**src/rtl/instruction_memory_ctrl.sv**
```systemverilog
// Instruction memory for the IF stage. Words are loaded through an
// auto-incrementing write pointer, fetched by byte PC, and zeroed by a clear engine.
module instruction_memory_ctrl #(
  parameter int WORD_SIZE_IN_BYTES = 4,
  parameter int MEM_SIZE_IN_WORDS  = 64,
  parameter int PC_BUS_SIZE        = 32
) (
  input  logic                                     i_clk,
  input  logic                                     i_reset,
  input  logic                                     i_instruction_write,
  input  logic [WORD_SIZE_IN_BYTES*8-1:0]          i_instruction,
  input  logic                                     i_clear_mem,
  input  logic [PC_BUS_SIZE-1:0]                   i_pc,
  output logic [WORD_SIZE_IN_BYTES*8-1:0]          o_instruction,
  output logic                                     o_addr_error,
  output logic [$clog2(MEM_SIZE_IN_WORDS+1)-1:0]   o_word_count,
  output logic                                     o_full,
  output logic                                     o_empty,
  output logic                                     o_overflow,
  output logic                                     o_clearing
);

  // state    | meaning
  // IDLE     | loader and fetch active; i_clear_mem starts a clear
  // CLEARING | one word zeroed per cycle; writes and clear requests ignored

  localparam int DATA_W = WORD_SIZE_IN_BYTES * 8;
  localparam int OFF_W  = $clog2(WORD_SIZE_IN_BYTES);
  localparam int PTR_W  = (MEM_SIZE_IN_WORDS > 1) ? $clog2(MEM_SIZE_IN_WORDS) : 1;
  localparam int CNT_W  = $clog2(MEM_SIZE_IN_WORDS + 1);

  localparam logic [PTR_W-1:0]       LAST_IDX = PTR_W'(MEM_SIZE_IN_WORDS - 1);
  localparam logic [CNT_W-1:0]       FULL_CNT = CNT_W'(MEM_SIZE_IN_WORDS);
  localparam logic [PC_BUS_SIZE-1:0] OFF_MASK = PC_BUS_SIZE'(WORD_SIZE_IN_BYTES - 1);
  localparam logic [PC_BUS_SIZE-1:0] DEPTH_PC = PC_BUS_SIZE'(MEM_SIZE_IN_WORDS);

  typedef enum logic {
    IDLE     = 1'b0,
    CLEARING = 1'b1
  } state_t;

  state_t           state_q, state_d;
  logic [PTR_W-1:0] wr_ptr_q, wr_ptr_d;
  logic [CNT_W-1:0] cnt_q, cnt_d;
  logic [PTR_W-1:0] clr_idx_q, clr_idx_d;
  logic             ovf_q, ovf_d;

  logic [DATA_W-1:0] mem [MEM_SIZE_IN_WORDS];

  logic              mem_we;
  logic [PTR_W-1:0]  mem_waddr;
  logic [DATA_W-1:0] mem_wdata;

  logic [PC_BUS_SIZE-1:0] pc_idx;
  logic [PTR_W-1:0]       rd_idx;
  logic                   addr_err;
  logic                   full;

  // Range check uses the whole shifted PC so high bits can never alias into the array.
  assign pc_idx   = i_pc >> OFF_W;
  assign rd_idx   = pc_idx[PTR_W-1:0];
  assign addr_err = ((i_pc & OFF_MASK) != '0) || (pc_idx >= DEPTH_PC);
  assign full     = (cnt_q == FULL_CNT);

  always_ff @(posedge i_clk or negedge i_reset) begin
    if (!i_reset) begin
      state_q   <= IDLE;
      wr_ptr_q  <= '0;
      cnt_q     <= '0;
      clr_idx_q <= '0;
      ovf_q     <= 1'b0;
    end else begin
      state_q   <= state_d;
      wr_ptr_q  <= wr_ptr_d;
      cnt_q     <= cnt_d;
      clr_idx_q <= clr_idx_d;
      ovf_q     <= ovf_d;
    end
  end

  always_comb begin
    state_d   = state_q;
    wr_ptr_d  = wr_ptr_q;
    cnt_d     = cnt_q;
    clr_idx_d = clr_idx_q;
    ovf_d     = ovf_q;
    mem_we    = 1'b0;
    mem_waddr = wr_ptr_q;
    mem_wdata = i_instruction;

    unique case (state_q)
      IDLE: begin
        if (i_clear_mem) begin
          state_d   = CLEARING;
          clr_idx_d = '0;
        end else if (i_instruction_write) begin
          if (!full) begin
            mem_we   = 1'b1;
            wr_ptr_d = wr_ptr_q + PTR_W'(1);
            cnt_d    = cnt_q + CNT_W'(1);
          end else begin
            ovf_d = 1'b1;
          end
        end
      end

      CLEARING: begin
        mem_we    = 1'b1;
        mem_waddr = clr_idx_q;
        mem_wdata = '0;
        if (clr_idx_q == LAST_IDX) begin
          state_d   = IDLE;
          wr_ptr_d  = '0;
          cnt_d     = '0;
          ovf_d     = 1'b0;
          clr_idx_d = '0;
        end else begin
          clr_idx_d = clr_idx_q + PTR_W'(1);
        end
      end

      default: state_d = IDLE;
    endcase
  end

  // Array has no reset; contents survive reset and are only zeroed by a clear.
  always_ff @(posedge i_clk) begin
    if (mem_we) begin
      mem[mem_waddr] <= mem_wdata;
    end
  end

  always_ff @(posedge i_clk or negedge i_reset) begin
    if (!i_reset) begin
      o_instruction <= '0;
      o_addr_error  <= 1'b0;
    end else if (addr_err) begin
      o_instruction <= '0;
      o_addr_error  <= 1'b1;
    end else if (state_q == CLEARING) begin
      o_instruction <= '0;
      o_addr_error  <= 1'b0;
    end else begin
      o_instruction <= mem[rd_idx];
      o_addr_error  <= 1'b0;
    end
  end

  assign o_word_count = cnt_q;
  assign o_full       = full;
  assign o_empty      = (cnt_q == '0);
  assign o_overflow   = ovf_q;
  assign o_clearing   = (state_q == CLEARING);

endmodule
```
**config.mk**
```make
export PLATFORM = sky130hd
export DESIGN_NAME = instruction_memory_ctrl
export DESIGN_NICKNAME = d
export VERILOG_FILES = /design/src/rtl/instruction_memory_ctrl.sv
export SDC_FILE = /design/constraint.sdc
export NUM_CORES = 2
export LEC_CHECK = 0
export CORE_UTILIZATION = 33
export DETAILED_ROUTE_END_ITERATION = 7
export GPL_TIMING_DRIVEN = 1
export PLACE_DENSITY = 0.52
export SLEW_MARGIN = 20
export SYNTH_ARGS = -nofsm -noshare
export SYNTH_HDL_FRONTEND = slang
export SYNTH_SLANG_ARGS = --single-unit
```
**constraint.sdc**
```tcl
create_clock -name i_clk -period 3.8 [get_ports i_clk]
set_clock_uncertainty 0.15 [all_clocks]
set_input_delay 1.14 -clock i_clk [delete_from_list [all_inputs] [get_ports i_clk]]
set_output_delay 1.14 -clock i_clk [all_outputs]
set_load 0.02 [all_outputs]
```
==> qor.csv <==
stage,metric,value,unit
status,status,completed,
yosys,syn-cell-area,80000,um^2
sta,post-route-period-util,96.7,%
yosys,synth_area_leaders,"edfxtp_1 (77%), mux4_2 (15%), a22oi_1 (1.7%)",
route,dr.pass1.iters,5,
sta,setup_ws,0.127,ns
yosys,syn_area_per_cell,22.9,um^2
floorplan,num_rows,180,
yosys,synth_top_area_share,76.9,%
yosys,syn_nets,3564,
sta,rsz0062_at_grt,false,
setup_path,r2r_end,mem[5][22],
setup_path,endpoint_kind,output port,
clock_network,cts_buffers,210,
clock_network,cts.sinks,2102,
floorplan,die-area,244000,um^2
yosys,synth.distinct_cells,48,
sta,setup_viol,0,
setup_path,criticalPathCategory,reg2out,
setup_path,crit-reg2reg-launch,o_clearing,
global_route,grt_pass1_vias,40100,
setup_path,rrSetupSlack,0.78,ns
final_layout,fin_util,39.9,%
power_and_ir_drop,p_leak,30.6,nW
sta,slew_headroom,41.7,%
yosys,yosys.area.top_type,edfxtp_1,
setup_path,cp-startpoint,o_clearing,
yosys,synth.ff_latch_count,2102,
setup_path,cpPeakStageDelay,0.65,ns
floorplan,coreArea,241000,um^2
clock_network,htree_num_levels,4,
power_and_ir_drop,power_density,558,nW/um^2
global_route,track_usage,17.9,%
setup_path,slowest_stage,clkdlybuf4s50_1,
clock_network,post-cts-setup-buffers,0,
place,portBuffers,111,
final_layout,nNetsFinal,4043,
clock_network,clockRootBuffer,clkbuf_16,
place,gp_congestion,0.767,
clock_network,cts_hold_buffers,0,
floorplan,io_pins,112,
power_and_ir_drop,ir_worst_vdd,0.000454,V
global_route,grt_max_degree,65,
sta,fmax,0.272,GHz
worst_hold_path,min_path_type,in2async,
sta,period_minus_slack,3.67,ns
yosys,ys.warnings.count,0,
clock_network,clk_pin_slew,0.06,ns
final_layout,syn_to_final_growth,20.1,%
global_route,grt_pass1_wl,309000,um
yosys,ys_async_sr_fraction,2.57,%
global_route,antenna_found_initial,8,
sta,hold_viol_final,0,
floorplan,die_h,494,um
yosys,ys.flop_type,edfxtp_1,
final_layout,layout-drive-gt1-share,31.7,%
clock_network,cts_max_path_buffers,3,
final_layout,fin_cells,7341,
yosys,syn_inst,3492,
route,via_per_inst,5.31,
yosys,synth-edff-count,2048,
floorplan,start_util,33.2,%
job,drv_cap,0,
place,place_hpwl,128000,um
yosys,synth_seq_area_share,78.6,%
setup_path,timing.critical_path.from_type,flop,
setup_path,required,2.51,ns
floorplan,die_x,494,um
yosys,yosys-top-cells-count,"edfxtp_1 (2048), mux4_2 (544), a22oi_1 (180)",
setup_path,crit_chain,buf_4 -> clkdlybuf4s50_1,
sta,slew_viol_final,0,
setup_path,rr_worst_depth,7,
route,post-route-drc-count,0,
yosys,synth_most_common_cell,edfxtp_1,
clock_network,tritoncts,built,
clock_network,postCtsResizedCells,4,
power_and_ir_drop,p_total,53.6,mW
route,routed-via-count,39000,
setup_path,critical_path_arrival,2.38,ns
global_route,grt_overflow,0,
route,detail_route.wl_per_cell,29.9,um
place,dp_slack,-0.596,ns
sta,tightest_slew,0.874,ns
clock_network,clk-insertion-delay-late,0.84,ns
route,drt_iter0_markers,4263,
place,dp.cells,6944,
setup_path,worstPathMaxFanout,26,
route,totalWireLength,220000,um
route,antenna_left,0,
-- kinds of logic (layout without fill, tap and decap cells) --
family	after synthesis	in the layout	synth area share [%]
simple gates	206	206	1.18
xor+xnor	11	11	0.120
flops	2102	2102	78.6
mux	557	557	15.5
buf+inv	213	873	1.29
fa+ha+maj	4	4	0.0626
other cells	0	4	0
compound gates	399	399	3.26
-- where the power goes --
| group | switching, mW | total (mW) | internal, mW | leakage (nW) |
|---|---|---|---|---|
| combinational | 3.73 | 5.78 | 2.06 | 7.53 |
| sequential | 0.347 | 27.4 | 27.0 | 19.7 |
| clock | 8.84 | 20.4 | 11.6 | 3.32 |
| total | 12.9 | 53.6 | 40.6 | 30.6 |
-- area by class of cell --
type                            count  area (um^2)
Timing Repair Buffer              466         5500
Inverter                           14         52.6
Multi-Input combinational cell   1177        16900
Clock buffer                      275         5670
Sequential cell                  2102        62900
Clock inverter                    118         1100
Antenna cell                        4         10.0
Fill cell                       21100       145000
Tap cell                         3185         3990
-- how the worst max path moves through the flow --
stage | end | slack (ns) | cells past startpoint
finish | o_clearing | 0.13 | 2
floorplan | mem[1][0] | -0.16 | 4
detailed placement | o_instruction[6] | -0.60 | 10
CTS | o_clearing | 0.06 | 2
global placement | o_instruction[6] | -0.65 | 10
global route | o_clearing | 0.03 | 2
-- critical path: cells and delay by family (launching register included) --
family | cells | cell delay (ns)
buffers and inverters | 2 | 0.95
flip-flops | 1 | 0.60
-- layer usage --
layer,up-vias,track usage (%),share of wire [%]
met2,1259,29.7,49
met1,21600,25.6,44
met3,185,2.35,5.6
met4,0,3.02,1.1
met5,-,0,0
li1,15900,-,-
-- through the flow --
| step | TNS, ns | hold slack, ns | area, um^2 |
|---|---|---|---|
| finish | 0 | 0.0581 | 96000 |
| global placement | -3.02 | 0.333 | 89300 |
| CTS | 0 | 0.0126 | 96000 |
| floorplan | -155.32 | 0.365 | 80000 |
| global route | 0 | 0.0302 | 96000 |
| detailed placement | -2.72 | 0.341 | 89300 |
-- layout by cell type, fill, tap and decap left out, drive strengths merged, types with 15 or more instances in the layout --
master,count
edfxtp,2048
mux4,544
buf,361
clkbuf,275
a22oi,180
a21oi,147
clkdlybuf4s50,103
clkinv,91
nor2,87
dfrtp,54
nand2,44
nor2b,41
o31ai,30
inv,22
bufinv,15
-- flip-flops by register name, summed over array words and instances, names as in the netlist --
| name | flops |
|---|---|
| o_addr_error | 1 |
| o_clearing | 1 |
| mem | 2048 |
| o_word_count | 7 |
| o_overflow | 1 |
| wr_ptr_q | 6 |
| clr_idx_q | 6 |
| o_instruction | 32 |
(Power assumes the default switching activity.)
